$ cat src/rtl/spi_note_frame_rx_pkg.sv
// Shared frame layout and FSM encoding for the SPI note-frame receiver.
// SPI_FRAME_CHECKSUM_EN appends a trailing XOR checksum byte to every frame.
package midisynth_spi_pkg;

`ifdef SPI_FRAME_CHECKSUM_EN
  localparam int CSUM_W = 8;
`else
  localparam int CSUM_W = 0;
`endif

  localparam int FRAME_BITS      = 48 + CSUM_W;
  localparam int NOTE_STATUS_BIT = 47 + CSUM_W;
  localparam int VEL_MSB         = 46 + CSUM_W;
  localparam int VEL_LSB         = 40 + CSUM_W;
  localparam int VOICE_MSB       = 39 + CSUM_W;
  localparam int VOICE_LSB       = 32 + CSUM_W;
  localparam int TUNE_MSB        = 31 + CSUM_W;
  localparam int TUNE_LSB        = 0 + CSUM_W;

  typedef enum logic [1:0] {
    ST_WAIT_IDLE = 2'd0,
    ST_IDLE      = 2'd1,
    ST_SHIFT     = 2'd2,
    ST_COMMIT    = 2'd3
  } frame_state_t;

endpackage

$ cat src/rtl/spi_note_frame_rx_if.sv
// SPI pins plus the decoded note bundle handed to the voice pipeline.
interface spi_note_frame_rx_if;
  logic        i_sck;
  logic        i_cs_n;
  logic        i_mosi;
  logic        o_SPI_note_status;
  logic [6:0]  o_SPI_velocity;
  logic [7:0]  o_SPI_voice_index;
  logic [31:0] o_SPI_tuning_code;
  logic        o_SPI_flag;
  logic        o_frame_error;
  logic [7:0]  o_error_count;

  modport master (
    output i_sck, i_cs_n, i_mosi,
    input  o_SPI_note_status, o_SPI_velocity, o_SPI_voice_index,
    input  o_SPI_tuning_code, o_SPI_flag, o_frame_error, o_error_count
  );

  modport slave (
    input  i_sck, i_cs_n, i_mosi,
    output o_SPI_note_status, o_SPI_velocity, o_SPI_voice_index,
    output o_SPI_tuning_code, o_SPI_flag, o_frame_error, o_error_count
  );
endinterface

$ cat src/rtl/spi_note_frame_rx_sync_ff.sv
// Multi-flop synchronizer for asynchronous board inputs; reset value selectable.
module sync_ff #(
  parameter int   STAGES    = 2,
  parameter logic RESET_VAL = 1'b0
) (
  input  logic i_clk,
  input  logic i_reset,
  input  logic i_d,
  output logic o_q
);

  logic [STAGES-1:0] q_p0;

  always_ff @(posedge i_clk or posedge i_reset) begin
    if (i_reset) q_p0 <= {STAGES{RESET_VAL}};
    else         q_p0 <= {q_p0[STAGES-2:0], i_d};
  end

  assign o_q = q_p0[STAGES-1];

endmodule

$ cat src/rtl/spi_note_frame_rx.sv
// SPI mode-0 slave that decodes note-event frames into registered fields plus a strobe.
// Define SPI_FRAME_CHECKSUM_EN for 56-bit frames carrying an XOR checksum byte.
module spi_note_frame_rx
  import midisynth_spi_pkg::*;
#(
  parameter int SYNC_STAGES = 2,
  parameter int NUM_VOICES  = 256
) (
  input  logic               i_clk,
  input  logic               i_reset,
  spi_note_frame_rx_if.slave bus
);

  localparam logic [8:0] VOICE_LIMIT = 9'(NUM_VOICES);
  // cs_n must read high for longer than the synchronizer flush before the FSM trusts it
  localparam logic [5:0] SETTLE_CNT  = 6'(SYNC_STAGES + 1);

  function automatic logic [5:0] sat_inc_bits(input logic [5:0] v);
    return (v == 6'h3F) ? v : v + 6'd1;
  endfunction

  function automatic logic [7:0] sat_inc_err(input logic [7:0] v);
    return (v == 8'hFF) ? v : v + 8'd1;
  endfunction

  logic sck_p0, cs_n_p0, mosi_p0;

  sync_ff #(.STAGES(SYNC_STAGES), .RESET_VAL(1'b0)) u_sync_sck (
    .i_clk(i_clk), .i_reset(i_reset), .i_d(bus.i_sck), .o_q(sck_p0));
  sync_ff #(.STAGES(SYNC_STAGES), .RESET_VAL(1'b1)) u_sync_cs (
    .i_clk(i_clk), .i_reset(i_reset), .i_d(bus.i_cs_n), .o_q(cs_n_p0));
  sync_ff #(.STAGES(SYNC_STAGES), .RESET_VAL(1'b0)) u_sync_mosi (
    .i_clk(i_clk), .i_reset(i_reset), .i_d(bus.i_mosi), .o_q(mosi_p0));

  // ---- p0 -> p1: registered edge detection, mosi kept aligned with sck_rise ----
  logic sck_prev_p1, cs_prev_p1;
  logic sck_rise_p1, cs_rise_p1, cs_fall_p1, mosi_p1;

  always_ff @(posedge i_clk or posedge i_reset) begin
    if (i_reset) begin
      sck_prev_p1 <= 1'b0;
      cs_prev_p1  <= 1'b1;
      sck_rise_p1 <= 1'b0;
      cs_rise_p1  <= 1'b0;
      cs_fall_p1  <= 1'b0;
      mosi_p1     <= 1'b0;
    end else begin
      sck_prev_p1 <= sck_p0;
      cs_prev_p1  <= cs_n_p0;
      sck_rise_p1 <= sck_p0 & ~sck_prev_p1;
      cs_rise_p1  <= cs_n_p0 & ~cs_prev_p1;
      cs_fall_p1  <= ~cs_n_p0 & cs_prev_p1;
      mosi_p1     <= mosi_p0;
    end
  end

  // ---- p1 -> p2: frame FSM and registered outputs ----
  frame_state_t          state_p2;
  logic [5:0]            bit_cnt_p2;
  logic [FRAME_BITS-1:0] shreg_p2;
  logic                  frame_ok;

`ifdef SPI_FRAME_CHECKSUM_EN
  logic [7:0] csum_calc;
  assign csum_calc = shreg_p2[55:48] ^ shreg_p2[47:40] ^ shreg_p2[39:32] ^
                     shreg_p2[31:24] ^ shreg_p2[23:16] ^ shreg_p2[15:8];
  assign frame_ok = (bit_cnt_p2 == 6'(FRAME_BITS)) &&
                    ({1'b0, shreg_p2[VOICE_MSB:VOICE_LSB]} < VOICE_LIMIT) &&
                    (csum_calc == shreg_p2[7:0]);
`else
  assign frame_ok = (bit_cnt_p2 == 6'(FRAME_BITS)) &&
                    ({1'b0, shreg_p2[VOICE_MSB:VOICE_LSB]} < VOICE_LIMIT);
`endif

  always_ff @(posedge i_clk or posedge i_reset) begin
    if (i_reset) begin
      state_p2              <= ST_WAIT_IDLE;
      bit_cnt_p2            <= 6'd0;
      shreg_p2              <= '0;
      bus.o_SPI_note_status <= 1'b0;
      bus.o_SPI_velocity    <= 7'd0;
      bus.o_SPI_voice_index <= 8'd0;
      bus.o_SPI_tuning_code <= 32'd0;
      bus.o_SPI_flag        <= 1'b0;
      bus.o_frame_error     <= 1'b0;
      bus.o_error_count     <= 8'd0;
    end else begin
      bus.o_SPI_flag    <= 1'b0;
      bus.o_frame_error <= 1'b0;
      case (state_p2)
        // bit_cnt doubles as the cs_n-high settle counter while waiting
        ST_WAIT_IDLE: begin
          if (!cs_n_p0) begin
            bit_cnt_p2 <= 6'd0;
          end else if (bit_cnt_p2 == SETTLE_CNT) begin
            bit_cnt_p2 <= 6'd0;
            state_p2   <= ST_IDLE;
          end else begin
            bit_cnt_p2 <= bit_cnt_p2 + 6'd1;
          end
        end
        ST_IDLE: begin
          if (cs_fall_p1) begin
            bit_cnt_p2 <= 6'd0;
            shreg_p2   <= '0;
            state_p2   <= ST_SHIFT;
          end
        end
        ST_SHIFT: begin
          if (cs_rise_p1) begin
            state_p2 <= ST_COMMIT;
          end else if (sck_rise_p1) begin
            shreg_p2   <= {shreg_p2[FRAME_BITS-2:0], mosi_p1};
            bit_cnt_p2 <= sat_inc_bits(bit_cnt_p2);
          end
        end
        ST_COMMIT: begin
          state_p2 <= ST_IDLE;
          if (frame_ok) begin
            bus.o_SPI_note_status <= shreg_p2[NOTE_STATUS_BIT];
            bus.o_SPI_velocity    <= shreg_p2[VEL_MSB:VEL_LSB];
            bus.o_SPI_voice_index <= shreg_p2[VOICE_MSB:VOICE_LSB];
            bus.o_SPI_tuning_code <= shreg_p2[TUNE_MSB:TUNE_LSB];
            bus.o_SPI_flag        <= 1'b1;
          end else begin
            bus.o_frame_error <= 1'b1;
            bus.o_error_count <= sat_inc_err(bus.o_error_count);
          end
        end
        default: state_p2 <= ST_WAIT_IDLE;
      endcase
    end
  end

endmodule

$ cat src/flat_wrapper.sv
// flat-port wrapper written by rule: the top's interface ports become plain ports
module spi_note_frame_rx_flat import midisynth_spi_pkg::*;
#(
  parameter int SYNC_STAGES = 2,
  parameter int NUM_VOICES  = 256
)
  (i_clk, i_reset, bus_i_sck, bus_i_cs_n, bus_i_mosi, bus_o_SPI_note_status, bus_o_SPI_velocity, bus_o_SPI_voice_index, bus_o_SPI_tuning_code, bus_o_SPI_flag, bus_o_frame_error, bus_o_error_count);
  spi_note_frame_rx_if bus_i ();
  input  logic i_clk;
  input  logic i_reset;
  input wire logic [$bits(bus_i.i_sck)-1:0] bus_i_sck;
  input wire logic [$bits(bus_i.i_cs_n)-1:0] bus_i_cs_n;
  input wire logic [$bits(bus_i.i_mosi)-1:0] bus_i_mosi;
  output wire logic [$bits(bus_i.o_SPI_note_status)-1:0] bus_o_SPI_note_status;
  output wire logic [$bits(bus_i.o_SPI_velocity)-1:0] bus_o_SPI_velocity;
  output wire logic [$bits(bus_i.o_SPI_voice_index)-1:0] bus_o_SPI_voice_index;
  output wire logic [$bits(bus_i.o_SPI_tuning_code)-1:0] bus_o_SPI_tuning_code;
  output wire logic [$bits(bus_i.o_SPI_flag)-1:0] bus_o_SPI_flag;
  output wire logic [$bits(bus_i.o_frame_error)-1:0] bus_o_frame_error;
  output wire logic [$bits(bus_i.o_error_count)-1:0] bus_o_error_count;
  assign bus_i.i_sck = bus_i_sck;
  assign bus_i.i_cs_n = bus_i_cs_n;
  assign bus_i.i_mosi = bus_i_mosi;
  assign bus_o_SPI_note_status = bus_i.o_SPI_note_status;
  assign bus_o_SPI_velocity = bus_i.o_SPI_velocity;
  assign bus_o_SPI_voice_index = bus_i.o_SPI_voice_index;
  assign bus_o_SPI_tuning_code = bus_i.o_SPI_tuning_code;
  assign bus_o_SPI_flag = bus_i.o_SPI_flag;
  assign bus_o_frame_error = bus_i.o_frame_error;
  assign bus_o_error_count = bus_i.o_error_count;
  spi_note_frame_rx #(.SYNC_STAGES(SYNC_STAGES), .NUM_VOICES(NUM_VOICES)) u_core (.i_clk(i_clk), .i_reset(i_reset), .bus(bus_i));
endmodule
$ cat config.mk
export PLATFORM = sky130hd
export DESIGN_NAME = spi_note_frame_rx_flat
export DESIGN_NICKNAME = d
export VERILOG_FILES = /design/src/rtl/spi_note_frame_rx_pkg.sv /design/src/rtl/spi_note_frame_rx_if.sv /design/src/rtl/spi_note_frame_rx_sync_ff.sv /design/src/rtl/spi_note_frame_rx.sv /design/src/flat_wrapper.sv
export SDC_FILE = /design/constraint.sdc
export NUM_CORES = 1
export LEC_CHECK = 0
export ABC_AREA = 0
export CORE_MARGIN = 1
export CORE_UTILIZATION = 50
export DETAILED_ROUTE_END_ITERATION = 7
export PLACE_DENSITY = 0.77
export SYNTH_ARGS = -nofsm -noshare
export SYNTH_HDL_FRONTEND = slang
export SYNTH_SLANG_ARGS = --single-unit
export TNS_END_PERCENT = 5
$ cat constraint.sdc
create_clock -name i_clk -period 4.2 [get_ports i_clk]
set_input_delay 0.84 -clock i_clk [delete_from_list [all_inputs] [get_ports i_clk]]
set_output_delay 0.84 -clock i_clk [all_outputs]
set_load 0.05 [all_outputs]
==> reports/results.ini, run 1 <==
[pwr]
leakagePower_nw=2.96
pwr-share-seq=0.370
p_per_area_nw_per_um2=574
switching_share=0.321
p_int_mw=2.50
p_total_mw=3.68
comb_power_share=0.218
vdd_drop_max_mv=0.409
clkPwrFrac=0.412
switchingPower_mw=1.18

[clock_tree]
cts_resized=0
clk_pin_slew_worst_paths_ns=0.06
cts_buffers=17
clock_path_buffers=2
clk_latency_ns=0.50
tritoncts=yes
cts_hold_buf=0
clock-sinks=126
root_buffer=clkbuf_8
postCtsSetupBuffers=0
h-tree-depth=4

[timing]
period_share=0.637
final.min_clock_period_ns=2.68
worst_slack_ns=1.52
timing.final.max_slew_violations=0
setup_viol=0
skew_ns=0.0100
maxSlewHeadroom=0.444
rsz0062_at_grt=no
tightestPinTransition_ns=0.833
fmaxAchievable_mhz=374
hold_viol_final=0
setup_tns_ns=0

[synthesis]
yosys_warnings=0
yosys_register_bits=126
synthFlopType=dfrtp_1
synth_fp_nets=438
synth_cell_types=38
synth_area_um2=5050
async_reset_ff_frac=1.00
syn-instance-count=425
yosysSeqAreaShare=0.625
avgSynthCellArea_um2=11.9
synth_edf_count=0

[finish]
drive_above_1_share=0.197
final_common_cell=dfrtp_1
seq_area_um2=3160
nNetsFinal=502
final_cell_area_um2=6410
layout_common_cells=123 x dfrtp_1, 100 x nand2_1, 62 x clkdlybuf4s50_1
multiInputGateArea_um2=1760
nFillCells=738
diodes=0
syn_to_final_growth_pct=26.8

[setup_path]
worstPathRequired_ns=3.36
slowest_stage=clkdlybuf4s50_1
path_max_fanout=7
cp.arrival_ns=1.84
crit_chain=clkdlybuf4s50_1
end_kind=primary output
crit_type=register to primary output
critPathTopFamily=buffers and inverters
worst_setup_path_start_kind=register
cp_slowest_stage_delay_ns=0.85
critPathBufInv=1

[routing]
drcViolationCount=0
vias=3276
wl_um=9530
post_drt_wl_per_cell_um=15.0
first_iter_violations=206
first_pass_iters=5
ant_nets=0
viasPerCell=5.16

[die]
pin_count=63
die_y_um=103
dieArea_um2=10500
start_util=0.517
rows=36
fp.dieW_um=103
fp.coreArea_um2=9770

[flow_run]
maxCapViolations=0

[grt]
grt_overflow=0
grt_pass1_vias=3199
grt.total_usage=0.201
grt_pass1_wl_um=15700
antenna_found_initial=0
grt_max_degree=69

[place]
routabilityCongestion=0.821
place_area_um2=5780
pre_cts_ws_ns=1.81
io_buffers=62
hpwlAfterDp_um=5790

[worst_hold_path]
hp-class=register to register

[outcome]
status=complete, no violations

-- power groups by stage --
| stage | Clock (mW) | Sequential, mW | Combinational, mW |
|---|---|---|---|
| after CTS | 1.54 | 1.36 | 0.804 |
| after global placement | 0 | 1.37 | 0.758 |
| after detailed placement | 0 | 1.38 | 0.790 |
| final | 1.51 | 1.36 | 0.801 |
| after floorplan | 0 | 1.48 | 0.513 |
| after global routing | 1.60 | 1.37 | 0.869 |
-- cells by family after synthesis --
kind of cell	share of synthesized area
AND/OR/NAND/NOR	0.119
adder cells (fa/ha/maj)	0.0198
XOR/XNOR	0.00693
flip-flops	0.625
multiplexers	0.127
AO/OA/AOI/OAI	0.0753
buffers and inverters	0.0277
-- registers in the layout (all words and copies together) (netlist names), 6 cells and up --
name                          cells
u_core.bit_cnt_p2                 6
u_core.bus.o_SPI_tuning_code     32
u_core.bus.o_SPI_velocity         7
u_core.bus.o_SPI_voice_index      8
u_core.bus.o_error_count          8
u_core.shreg_p2                  48
-- path summary, 6_finish.rpt --
kind / end / start / cells after the start / slack [ns]
max in group asynchronous: u_core.u_sync_cs.q_p0[0] / i_reset / 3 / 2.55
worst min-delay path: u_core.mosi_p1 / u_core.u_sync_mosi.q_p0[1] / 0 / 0.35
worst min register to register: u_core.mosi_p1 / u_core.u_sync_mosi.q_p0[1] / 0 / 0.35
min in group asynchronous: u_core.bus.o_SPI_tuning_code[10] / i_reset / 2 / 0.82
worst max register to register: u_core.shreg_p2[39] / u_core.state_p2[0] / 5 / 1.79
worst max-delay path: bus_o_error_count[2] / u_core.bus.o_error_count[2] / 1 / 1.52
-- cell usage after synthesis (2+ instances only) --
library cell / number / share of area
mux2i_1: 2 / 0.0040
mux2_2: 42 / 0.094
or2_1: 2 / 0.0025
nor4_1: 2 / 0.0025
dfrtp_1: 123 / 0.61
a21o_1: 2 / 0.0030
ha_1: 8 / 0.020
dfstp_2: 3 / 0.016
inv_1: 8 / 0.0059
mux2_4: 10 / 0.030
a221o_1: 4 / 0.0079
clkbuf_1: 9 / 0.0067
xor2_1: 3 / 0.0052
nor3b_1: 2 / 0.0030
nand4_1: 2 / 0.0025
a21oi_1: 4 / 0.0040
buf_6: 2 / 0.0045
nand3_1: 8 / 0.0079
and3_1: 3 / 0.0037
nand2_1: 100 / 0.074
buf_2: 10 / 0.0099
nor2b_1: 5 / 0.0062
nor3_1: 3 / 0.0030
nor2_1: 7 / 0.0052
o21ai_0: 48 / 0.048
-- cell type report --
| cell class | instances | area share |
|---|---|---|
| clock buffer | 17 | 0.0646 |
| clock inverter | 15 | 0.0326 |
| inverter | 9 | 0.00566 |
| multi-input combinational | 269 | 0.275 |
| sequential | 126 | 0.493 |
| tap | 133 | 0.0260 |
| timing repair buffer | 66 | 0.103 |
-- stage by stage --
| step | instances | util | hold slack (ns) |
|---|---|---|---|
| floorplan | 425 | - | 0.331 |
| global placement | 603 | 0.592 | 0.333 |
| detailed placement | 603 | 0.592 | 0.337 |
| CTS | 635 | 0.656 | 0.351 |
| global route | 635 | 0.656 | 0.360 |
| finish | 635 | 0.656 | 0.349 |
-- routing by layer --
metal / vias to the layer above / global-route usage / part of all wire / wire length [um]
li1: 1570 / - / - / -
met1: 1612 / 0.261 / 0.45 / 4260
met2: 88 / 0.326 / 0.51 / 4850
met3: 6 / 0.0610 / 0.035 / 337
met4: 0 / 0.0604 / 0.0083 / 79
met5: - / 0 / 0 / 0
Note: power is estimated with default switching activity, not from simulation.
==> run 2: changes to the inputs <==
- CORE_UTILIZATION: 50 -> 54
- PLACE_DENSITY: 0.77 -> 0.79
- clock period: 4.2 -> 2.8 ns (I/O delays scaled with it)
==> run 2 against run 1 <==
Non-clock buffer count is 2 higher. Utilization is 6.5 points higher. Sequential power grew 50%. Routed wire length is 0.57% lower. Total power rose by 48%. Die area shrank 7.3%. Clock skew decreased by 0.0057 ns. Sequential share of layout area is essentially flat. Via count up 0.58%. Critical path depth is the same. Clock power is 45% higher.
==> reports/results.ini, run 2 (synthesis gave the netlist of run 1 again) <==
[finish]
top_regs=u_core.shreg_p2 (48), u_core.bus.o_SPI_tuning_code (32)  ; unchanged
diodes=0  ; unchanged
nFillCells=576  ; was 738
regMostFlops=u_core.shreg_p2  ; unchanged
final_cell_area_um2=6410  ; about the same
fin_util=0.721  ; was 0.656
multiInputGateArea_um2=1760  ; unchanged
instances_no_fill=612  ; was 635
nNetsFinal=504  ; was 502
seq_area_um2=3160  ; unchanged
layout_common_cells=123 x dfrtp_1, 100 x nand2_1, 62 x clkdlybuf4s50_1  ; unchanged
largest_register_ffs=48  ; unchanged
drive_above_1_share=0.200  ; was 0.197
final_common_cell=dfrtp_1  ; unchanged
syn_to_final_growth_pct=26.7  ; was 26.8%

[die]
die_y_um=98.8  ; was 103 um
rows=34  ; was 36
fp.coreArea_um2=8890  ; was 9770 um2
dieArea_um2=9750  ; was 10500 um2
pin_count=63  ; unchanged
start_util=0.569  ; was 0.517
fp.dieW_um=98.8  ; was 103 um

[clock_tree]
root_buffer=clkbuf_8  ; unchanged
clock_path_buffers=2  ; unchanged
h-tree-depth=4  ; unchanged
cts_hold_buf=0  ; unchanged
postCtsSetupBuffers=0  ; unchanged
clk_pin_slew_worst_paths_ns=0.06  ; about the same
clk_latency_ns=0.51  ; was 0.50 ns
cts_buffers=17  ; unchanged
cts_resized=0  ; unchanged
tritoncts=yes  ; unchanged
clock-sinks=126  ; unchanged

[setup_path]
worst_setup_path_start_kind=register  ; unchanged
worstSetupEndpoint=bus_o_error_count[0]  ; was bus_o_error_count[2]
end_kind=primary output  ; unchanged
cp.arrival_ns=1.83  ; was 1.84 ns
crit_chain=clkdlybuf4s50_1  ; unchanged
worstPathRequired_ns=2.24  ; was 3.36 ns
critPathBufInv=1  ; unchanged
crit_type=register to primary output  ; unchanged
ff2ff_setup_slack_ns=0.70  ; was 1.79 ns
critical_path_depth=1  ; unchanged
slowest_stage=clkdlybuf4s50_1  ; unchanged
critPathTopFamily=buffers and inverters  ; unchanged
cp_slowest_stage_delay_ns=0.85  ; about the same
rr_worst_depth=7  ; was 5
path_max_fanout=6  ; was 7
r2r_start=u_core.state_p2[0]  ; unchanged
crit_start=u_core.bus.o_error_count[0]  ; was u_core.bus.o_error_count[2]
r2r_end=u_core.shreg_p2[35]  ; was u_core.shreg_p2[39]

[pwr]
vdd_drop_max_mv=0.629  ; was 0.409 mV
p_per_area_nw_per_um2=852  ; was 574 nW/um2
leakagePower_nw=2.97  ; was 2.96 nW
p_total_mw=5.46  ; was 3.68 mW

[timing]
fmaxAchievable_mhz=418
period_share=0.854
worst_slack_ns=0.408  ; was 1.52 ns
setup_viol=0  ; unchanged
maxSlewHeadroom=0.657  ; was 0.444
tightestPinTransition_ns=0.513  ; was 0.833 ns
hold_viol_final=0  ; unchanged
rsz0062_at_grt=no  ; unchanged
setup_tns_ns=0  ; unchanged
final.min_clock_period_ns=2.39
timing.final.max_slew_violations=0  ; unchanged
skew_ns=0.00434  ; was 0.0100 ns
hold_slack_ns=0.347  ; was 0.349 ns

[routing]
first_pass_iters=5  ; unchanged
vias=3295  ; was 3276
first_iter_violations=180  ; was 206
ant_nets=0  ; unchanged
wl_um=9470  ; was 9530 um
viasPerCell=5.38  ; was 5.16
post_drt_wl_per_cell_um=15.5  ; was 15.0 um
drcViolationCount=0  ; unchanged

[worst_hold_path]
hold_path_depth=0  ; unchanged
hp-class=register to register  ; unchanged

[place]
placedCellCount=580  ; was 603
pre_cts_ws_ns=0.723  ; was 1.81 ns
place_area_um2=5810  ; was 5780 um2
routabilityCongestion=0.834  ; was 0.821
io_buffers=62  ; unchanged
hpwlAfterDp_um=5900  ; was 5790 um

[grt]
grt_max_degree=66  ; was 69
grt_pass1_wl_um=16000  ; was 15700 um
grt.total_usage=0.213  ; was 0.201
grt_pass1_vias=3351  ; was 3199
antenna_found_initial=0  ; unchanged
grt_overflow=0  ; unchanged

[outcome]
status=complete, no violations  ; unchanged

[flow_run]
maxCapViolations=0  ; unchanged

## run 2: area by class of cell
class	count	area share
sequential	126	0.493
multi-input combinational	269	0.275
timing repair buffer	68	0.112
clock buffer	17	0.0646
clock inverter	15	0.0289
tap	108	0.0211
inverter	9	0.00586
## run 2: how the worst min path moves through the flow
| stage | to | slack, ns | from |
|---|---|---|---|
| after detailed placement | u_core.u_sync_sck.q_p0[1] | 0.33 | u_core.u_sync_sck.q_p0[0] |
| after CTS | u_core.u_sync_sck.q_p0[1] | 0.35 | u_core.u_sync_sck.q_p0[0] |
| final | u_core.u_sync_sck.q_p0[1] | 0.35 | u_core.u_sync_sck.q_p0[0] |
| after global routing | u_core.u_sync_sck.q_p0[1] | 0.36 | u_core.u_sync_sck.q_p0[0] |
| after global placement | u_core.u_sync_sck.q_p0[1] | 0.33 | u_core.u_sync_sck.q_p0[0] |
| after floorplan | u_core.mosi_p1 | 0.33 | u_core.u_sync_mosi.q_p0[1] |
## run 2: routing by layer
metal / GRT usage / up-vias / wire length [um]
li1: - / 1585 / -
met3: 0.0567 / 11 / 347
met4: 0.0827 / 0 / 113
met2: 0.344 / 89 / 4610
met1: 0.278 / 1610 / 4400
met5: 0 / - / 0
## run 2: report_power, final
group,internal (mW),switching [mW],leakage [nW]
registers,1.92,0.117,1.71
logic,0.392,0.836,0.974
clock network,1.37,0.826,0.278
==> run 3: changes to the inputs <==
- CORE_MARGIN: 1 -> default
==> results of run 3 <==
Final layout, timing and power as in run 2 (identical DEF).
